`src/rtl/mw_store_ctrl_if.sv`:
```
// mw_store_ctrl_if
// Bundles the two sides of the store sequencer into one interface:
//   - Store request from the MW stage: st_req, st_addr, st_data, st_size.
//   - Data-cache write port: mem_req, mem_addr, mem_data, mem_be, mem_ack.
//   - Status back to the MW stage: write_finished, busy, split, fault.
// Modports:
//   master - the store controller view (drives mem_* and status).
//   slave  - the environment view (MW stage plus cache; drives st_* and mem_ack).
interface mw_store_ctrl_if #(
  parameter int ADDR_W = 32
);
  logic              st_req;
  logic [ADDR_W-1:0] st_addr;
  logic [31:0]       st_data;
  logic [1:0]        st_size;
  logic              mem_req;
  logic [ADDR_W-1:0] mem_addr;
  logic [31:0]       mem_data;
  logic [3:0]        mem_be;
  logic              mem_ack;
  logic              write_finished;
  logic              busy;
  logic              split;
  logic              fault;

  modport master (
    input  st_req, st_addr, st_data, st_size, mem_ack,
    output mem_req, mem_addr, mem_data, mem_be,
    output write_finished, busy, split, fault
  );

  modport slave (
    output st_req, st_addr, st_data, st_size, mem_ack,
    input  mem_req, mem_addr, mem_data, mem_be,
    input  write_finished, busy, split, fault
  );
endinterface

```
`src/rtl/mw_store_ctrl.sv`:
```
// mw_store_ctrl
// Sequences one MW-stage store into byte-masked, dword-aligned cache write
// transactions with a req/ack handshake. A store whose bytes run past lane 3
// is issued as two back-to-back transactions (second one at address + 4,
// wrapping). A one-cycle write_finished pulse marks completion.
// Ports:
//   clk    - clock, rising edge.
//   reset  - asynchronous, active-high reset.
//   st_bus - mw_store_ctrl_if.master: st_* request in, mem_* write port out,
//            mem_ack in, write_finished/busy/split/fault status out.
// Optional feature: define MW_STORE_WDT_EN to add an ack watchdog that aborts
// a transaction after TIMEOUT cycles without mem_ack and raises fault.
// Without it a missing ack waits forever and fault is tied low.
module mw_store_ctrl #(
  parameter int ADDR_W  = 32,
  parameter int TIMEOUT = 64
) (
  input  logic           clk,
  input  logic           reset,
  mw_store_ctrl_if.master st_bus
);

  typedef enum logic [1:0] {IDLE, XFER1, XFER2, DONE} state_t;

  localparam logic [7:0] LP_TIMEOUT = 8'(TIMEOUT);

  state_t            r_state;
  logic              r_mem_req;
  logic [ADDR_W-1:0] r_mem_addr;
  logic [31:0]       r_mem_data;
  logic [3:0]        r_mem_be;
  logic [31:0]       r_data_hi;
  logic [3:0]        r_be_hi;
  logic              r_wf;
  logic              r_busy;
  logic              r_split;
  logic              r_fault;

  logic [3:0]        w_mask;
  logic [7:0]        w_be_full;
  logic [63:0]       w_data_full;
  logic              w_cross;

  // Shifting the size mask and data into an 8-lane / 64-bit window gives both
  // transactions at once: the low half is the first dword, the high half is
  // whatever spilled into the next dword.
  always_comb begin
    w_mask = 4'b1111;
    case (st_bus.st_size)
      2'b00:   w_mask = 4'b0001;
      2'b01:   w_mask = 4'b0011;
      default: w_mask = 4'b1111;
    endcase
  end

  assign w_be_full   = {4'b0000, w_mask} << st_bus.st_addr[1:0];
  assign w_data_full = {32'd0, st_bus.st_data} << {st_bus.st_addr[1:0], 3'b000};
  assign w_cross     = |w_be_full[7:4];

`ifdef MW_STORE_WDT_EN
  logic [7:0] r_wdt;
`else
  logic w_unused_timeout;
  assign w_unused_timeout = ^LP_TIMEOUT;
`endif

  always_ff @(posedge clk or posedge reset) begin
    if (reset) begin
      r_state    <= IDLE;
      r_mem_req  <= 1'b0;
      r_mem_addr <= '0;
      r_mem_data <= '0;
      r_mem_be   <= '0;
      r_data_hi  <= '0;
      r_be_hi    <= '0;
      r_wf       <= 1'b0;
      r_busy     <= 1'b0;
      r_split    <= 1'b0;
      r_fault    <= 1'b0;
`ifdef MW_STORE_WDT_EN
      r_wdt      <= '0;
`endif
    end else begin
      case (r_state)
        IDLE: begin
          if (st_bus.st_req) begin
            r_state    <= XFER1;
            r_mem_req  <= 1'b1;
            r_mem_addr <= {st_bus.st_addr[ADDR_W-1:2], 2'b00};
            r_mem_be   <= w_be_full[3:0];
            r_mem_data <= w_data_full[31:0];
            r_be_hi    <= w_be_full[7:4];
            r_data_hi  <= w_data_full[63:32];
            r_split    <= w_cross;
            r_busy     <= 1'b1;
            r_fault    <= 1'b0;
`ifdef MW_STORE_WDT_EN
            r_wdt      <= '0;
`endif
          end
        end
        XFER1, XFER2: begin
          if (st_bus.mem_ack) begin
            if (r_state == XFER1 && r_split) begin
              // mem_req stays high: second transaction follows with no gap.
              r_state    <= XFER2;
              r_mem_addr <= r_mem_addr + ADDR_W'(4);
              r_mem_be   <= r_be_hi;
              r_mem_data <= r_data_hi;
`ifdef MW_STORE_WDT_EN
              r_wdt      <= '0;
`endif
            end else begin
              r_state   <= DONE;
              r_mem_req <= 1'b0;
              r_wf      <= 1'b1;
            end
          end
`ifdef MW_STORE_WDT_EN
          else if (r_wdt + 8'd1 == LP_TIMEOUT) begin
            r_state   <= DONE;
            r_mem_req <= 1'b0;
            r_wf      <= 1'b1;
            r_fault   <= 1'b1;
          end else begin
            r_wdt <= r_wdt + 8'd1;
          end
`endif
        end
        DONE: begin
          // Returning to IDLE for one cycle keeps a still-held st_req from
          // being taken as a new store.
          r_state <= IDLE;
          r_wf    <= 1'b0;
          r_busy  <= 1'b0;
          r_split <= 1'b0;
        end
        default: r_state <= IDLE;
      endcase
    end
  end

  assign st_bus.mem_req        = r_mem_req;
  assign st_bus.mem_addr       = r_mem_addr;
  assign st_bus.mem_data       = r_mem_data;
  assign st_bus.mem_be         = r_mem_be;
  assign st_bus.write_finished = r_wf;
  assign st_bus.busy           = r_busy;
  assign st_bus.split          = r_split;
  assign st_bus.fault          = r_fault;

endmodule

```
`src/flat_wrapper.sv`:
```
// flat-port wrapper written by rule: the top's interface ports become plain ports
module mw_store_ctrl_flat 
#(
  parameter int ADDR_W  = 32,
  parameter int TIMEOUT = 64
)
  (clk, reset, st_bus_st_req, st_bus_st_addr, st_bus_st_data, st_bus_st_size, st_bus_mem_ack, st_bus_mem_req, st_bus_mem_addr, st_bus_mem_data, st_bus_mem_be, st_bus_write_finished, st_bus_busy, st_bus_split, st_bus_fault);
  mw_store_ctrl_if #(.ADDR_W(ADDR_W)) st_bus_i ();
  input  logic clk;
  input  logic reset;
  input wire logic [$bits(st_bus_i.st_req)-1:0] st_bus_st_req;
  input wire logic [$bits(st_bus_i.st_addr)-1:0] st_bus_st_addr;
  input wire logic [$bits(st_bus_i.st_data)-1:0] st_bus_st_data;
  input wire logic [$bits(st_bus_i.st_size)-1:0] st_bus_st_size;
  input wire logic [$bits(st_bus_i.mem_ack)-1:0] st_bus_mem_ack;
  output wire logic [$bits(st_bus_i.mem_req)-1:0] st_bus_mem_req;
  output wire logic [$bits(st_bus_i.mem_addr)-1:0] st_bus_mem_addr;
  output wire logic [$bits(st_bus_i.mem_data)-1:0] st_bus_mem_data;
  output wire logic [$bits(st_bus_i.mem_be)-1:0] st_bus_mem_be;
  output wire logic [$bits(st_bus_i.write_finished)-1:0] st_bus_write_finished;
  output wire logic [$bits(st_bus_i.busy)-1:0] st_bus_busy;
  output wire logic [$bits(st_bus_i.split)-1:0] st_bus_split;
  output wire logic [$bits(st_bus_i.fault)-1:0] st_bus_fault;
  assign st_bus_i.st_req = st_bus_st_req;
  assign st_bus_i.st_addr = st_bus_st_addr;
  assign st_bus_i.st_data = st_bus_st_data;
  assign st_bus_i.st_size = st_bus_st_size;
  assign st_bus_i.mem_ack = st_bus_mem_ack;
  assign st_bus_mem_req = st_bus_i.mem_req;
  assign st_bus_mem_addr = st_bus_i.mem_addr;
  assign st_bus_mem_data = st_bus_i.mem_data;
  assign st_bus_mem_be = st_bus_i.mem_be;
  assign st_bus_write_finished = st_bus_i.write_finished;
  assign st_bus_busy = st_bus_i.busy;
  assign st_bus_split = st_bus_i.split;
  assign st_bus_fault = st_bus_i.fault;
  mw_store_ctrl #(.ADDR_W(ADDR_W), .TIMEOUT(TIMEOUT)) u_core (.clk(clk), .reset(reset), .st_bus(st_bus_i));
endmodule
```
`config.mk`:
```
export PLATFORM = sky130hd
export DESIGN_NAME = mw_store_ctrl_flat
export DESIGN_NICKNAME = d
export VERILOG_FILES = /design/src/rtl/mw_store_ctrl_if.sv /design/src/rtl/mw_store_ctrl.sv /design/src/flat_wrapper.sv
export SDC_FILE = /design/constraint.sdc
export NUM_CORES = 1
export LEC_CHECK = 0
export ABC_AREA = 1
export CORE_MARGIN = 2
export CORE_UTILIZATION = 52
export CTS_BUF_LIST = sky130_fd_sc_hd__clkbuf_8
export CTS_CLUSTER_SIZE = 12
export DETAILED_ROUTE_END_ITERATION = 10
export MAX_ROUTING_LAYER = met4
export PLACE_DENSITY = 0.83
export SLEW_MARGIN = 30
export SYNTH_ARGS = -nofsm -noshare
export SYNTH_HDL_FRONTEND = slang
export SYNTH_SLANG_ARGS = --single-unit
```
`constraint.sdc`:
```
create_clock -name clk -period 4 [get_ports clk]
set_input_delay 0.4 -clock clk [delete_from_list [all_inputs] [get_ports clk]]
set_output_delay 0.4 -clock clk [all_outputs]
set_load 0.05 [all_outputs]
```
==> run metrics <==
Least-Margin Pin Slew=0.816 ns; min Tclk post-route=2.64 ns; Iter 0 DRT Violations=between 500 and 600; gr usage total=0.286; Slew Limit Headroom=0.456; Antenna diodes=0; Area Overhead vs Synth=27.2%; Worst setup startpoint=u_core.r_state[0]$_DFFE_PP0P_; RSZ-0062 raised after global routing=false; Hold Startpoint=u_core.st_bus.mem_data[27]$_DFFE_PP0P_; Yosys top cell by area=dfrtp_1; H-Tree Depth=3; Post-synth EDFFs=0; Syn Inst Count=roughly 830; # setup viols final=0; Resized Gates After CTS=0; worst endpoint required time=~4.3 ns; met2 Track Usage GR=0.450; Detailed Routing Iterations Pass 1=7; Clock Path Buffers=2; Peak VDD IR=532 uV; max-cap viol count=0; hold buffer count at CTS=0; chip height=110 microns; slowest CP cell=buf_4; number of global-route vias before repair=5,413; Worst setup SP type=register; clk slew on worst S/H paths=0.10 ns; Worst Hold Class=register to register; GR Util met1=0.382; non-filler cells, final=1,090; number of nets in the layout=1,020; fraction of synthesis flops using an asynchronous set or reset pin=1.00; initial antenna violation count=0; core area=roughly 11,000 sq um; WHS=around 0.49 ns; largest stage delay on the critical path=0.60 ns; synth warn=0; Total Neg Setup Slack=0 ns; Leakage=3.47 nW; initial core utilization=0.537; port bufs=~140; global route hottest layer=met2; CTS root buf=clkbuf_8; reg-to-reg critical path startpoint=u_core.r_state[0]$_DFFE_PP0P_; routing usage on met3=0.0388; Die ar.=around 12,000 sq um; Final HPWL DP=11.6 mm; Synth area leaders=dfrtp_1 (42%), nand2_1 (19%), o21ai_0 (6.2%); Max Slew Vio Count=0; CTS Buf Count=9; Seq/Total Area, Yosys=0.424; CP cell instances=inv_1, ha_2, buf_4, nand2_1, nand2_2, inv_2, nand2_4, buf_4, a21oi_1, or2_2, nand2_1, inv_1; dpl cells=1,075; Avg WL per Cell=14.9 microns; Vias/cell=5.38; most frequent cells in the layout=nand2_1 (292), clkdlybuf4s50_1 (139), dfrtp_1 (99); critical path fanouts, max=76; CTS sink count=slightly below 100; Arr. time, crit path=2.90 ns; Highest Clock Rate=379 MHz; Post-CTS Repair Setup Buffers=0; DRT antenna net count=0; Syn Area/Cell=a little over 7 sq um; CP Capture Type=register; status=finished, final reports clean; total congestion overflow=0; Power Dens Cells=866 nW/um^2; Final Skew=approximately 0.010 ns; Top FF cell, synth=dfrtp_1; commonest non-fill, non-tap cell in the layout=nand2_1; Hold Vio Cnt, Final=0; Clock Latency Late Sink=0.36 ns; Ports=143; DRC Markers=0; unique cell type count in the Yosys netlist=33; worst path bufs/invs=5; RD Place Congestion=0.931; Row Count=38; largest net degree at the start of global routing=77; Largest delay share family, worst path=buffers and inverters; post-synth top area share=0.424; final WL=16.3 mm; first-pass GRT wire length=26.3 mm; CTS tree=built; die width=approximately 110 microns; layout cells sized above 1=0.0589; synthesized cell area=5850 sq um; via count=5,862; critical path class=register to register; Yosys reg bits=just under 100; part of the cycle the worst path needs=0.659
-- registers in the layout (all words and copies together), names as in the netlist --
name	count
u_core.st_bus.mem_addr	30
u_core.st_bus.mem_be	4
u_core.st_bus.busy	1
u_core.r_data_hi	24
u_core.st_bus.mem_data	32
u_core.r_state	2
u_core.st_bus.mem_req	1
u_core.st_bus.split	1
u_core.st_bus.write_finished	1
u_core.r_be_hi	3
-- final timing paths --
check                      cells after the start  slack, ns                                      to
min                                            2       0.49  u_core.st_bus.mem_data[27]$_DFFE_PP0P_
max                                           12       1.36  u_core.st_bus.mem_addr[11]$_DFFE_PP0P_
min reg2reg                                    2       0.49  u_core.st_bus.mem_data[27]$_DFFE_PP0P_
min in group asynchronous                      2       0.53  u_core.st_bus.mem_data[13]$_DFFE_PP0P_
max in group asynchronous                      3       2.68         u_core.r_data_hi[1]$_DFFE_PP0P_
max reg2reg                                   12       1.36  u_core.st_bus.mem_addr[11]$_DFFE_PP0P_
-- cell usage after synthesis (2+ instances only) --
cell type / instances
clkbuf_1: 6
nor2_8: 2
o21ai_1: 2
and2_1: 3
nand3_1: 54
ha_1: 4
inv_1: 66
nor2_4: 4
nor3_1: 4
o21bai_1: 4
a21oi_1: 34
dfrtp_1: 99
nand2_4: 3
a31oi_1: 3
buf_2: 24
nand2_2: 5
o22ai_1: 15
buf_6: 3
nand2_1: 292
buf_4: 8
nor2_2: 5
nor2_1: 85
a41oi_1: 6
mux2i_1: 10
o21ai_0: 72
inv_2: 4
or2_2: 5
-- per-layer routing --
layer / routed length [microns] / part of all wire
met5: 0 / 0
met3: 1220 / 0.075
met2: 7660 / 0.47
met1: 7050 / 0.43
met4: 327 / 0.020
-- kinds of logic after synthesis --
group	share of synthesized area
adders and majority gates	0.00856
DFF	0.424
and+or+nand+nor	0.333
other	0.000641
buffers and inverters	0.0860
muxes	0.0171
AOI/OAI and AO/OA	0.131
-- layout make-up --
| type | instances | area (sq um) |
|---|---|---|
| fill | 936 | 3450 |
| multi-input combinational | 619 | 2880 |
| sequential | 99 | 2480 |
| timing repair buffer | 147 | 1450 |
| inverter | 70 | 265 |
| tap | 140 | 175 |
| clock buffer | 9 | 124 |
| clock inverter | 6 | 67.6 |
-- through the flow --
| step | utilization | instance area (sq um) | setup WS [ns] | power, mW |
|---|---|---|---|---|
| final | 0.683 | 7440 | 1.36 | 6.44 |
| after global routing | 0.683 | 7440 | 1.09 | 6.88 |
| after CTS | 0.683 | 7440 | 1.34 | 6.43 |
| after detailed placement | 0.666 | 7250 | 1.36 | 5.78 |
| after global placement | 0.666 | 7250 | 1.44 | 5.73 |
| after floorplan | - | 5860 | 1.01 | 4.65 |
-- worst min-delay path, delay by kind of cell (launching register included) --
kind,cells,cell delay [ns]
simple gates,2,0.10
flops,1,0.35
-- power by group --
group / total, mW / leakage, nW / switching (mW) / internal (mW)
clock: 0.657 / 0.0913 / 0.370 / 0.287
combinational: 3.93 / 2.14 / 2.69 / 1.24
sequential: 1.85 / 1.23 / 0.390 / 1.46
total: 6.44 / 3.47 / 3.45 / 2.99
No activity file was read; power rests on OpenSTA's default activity.
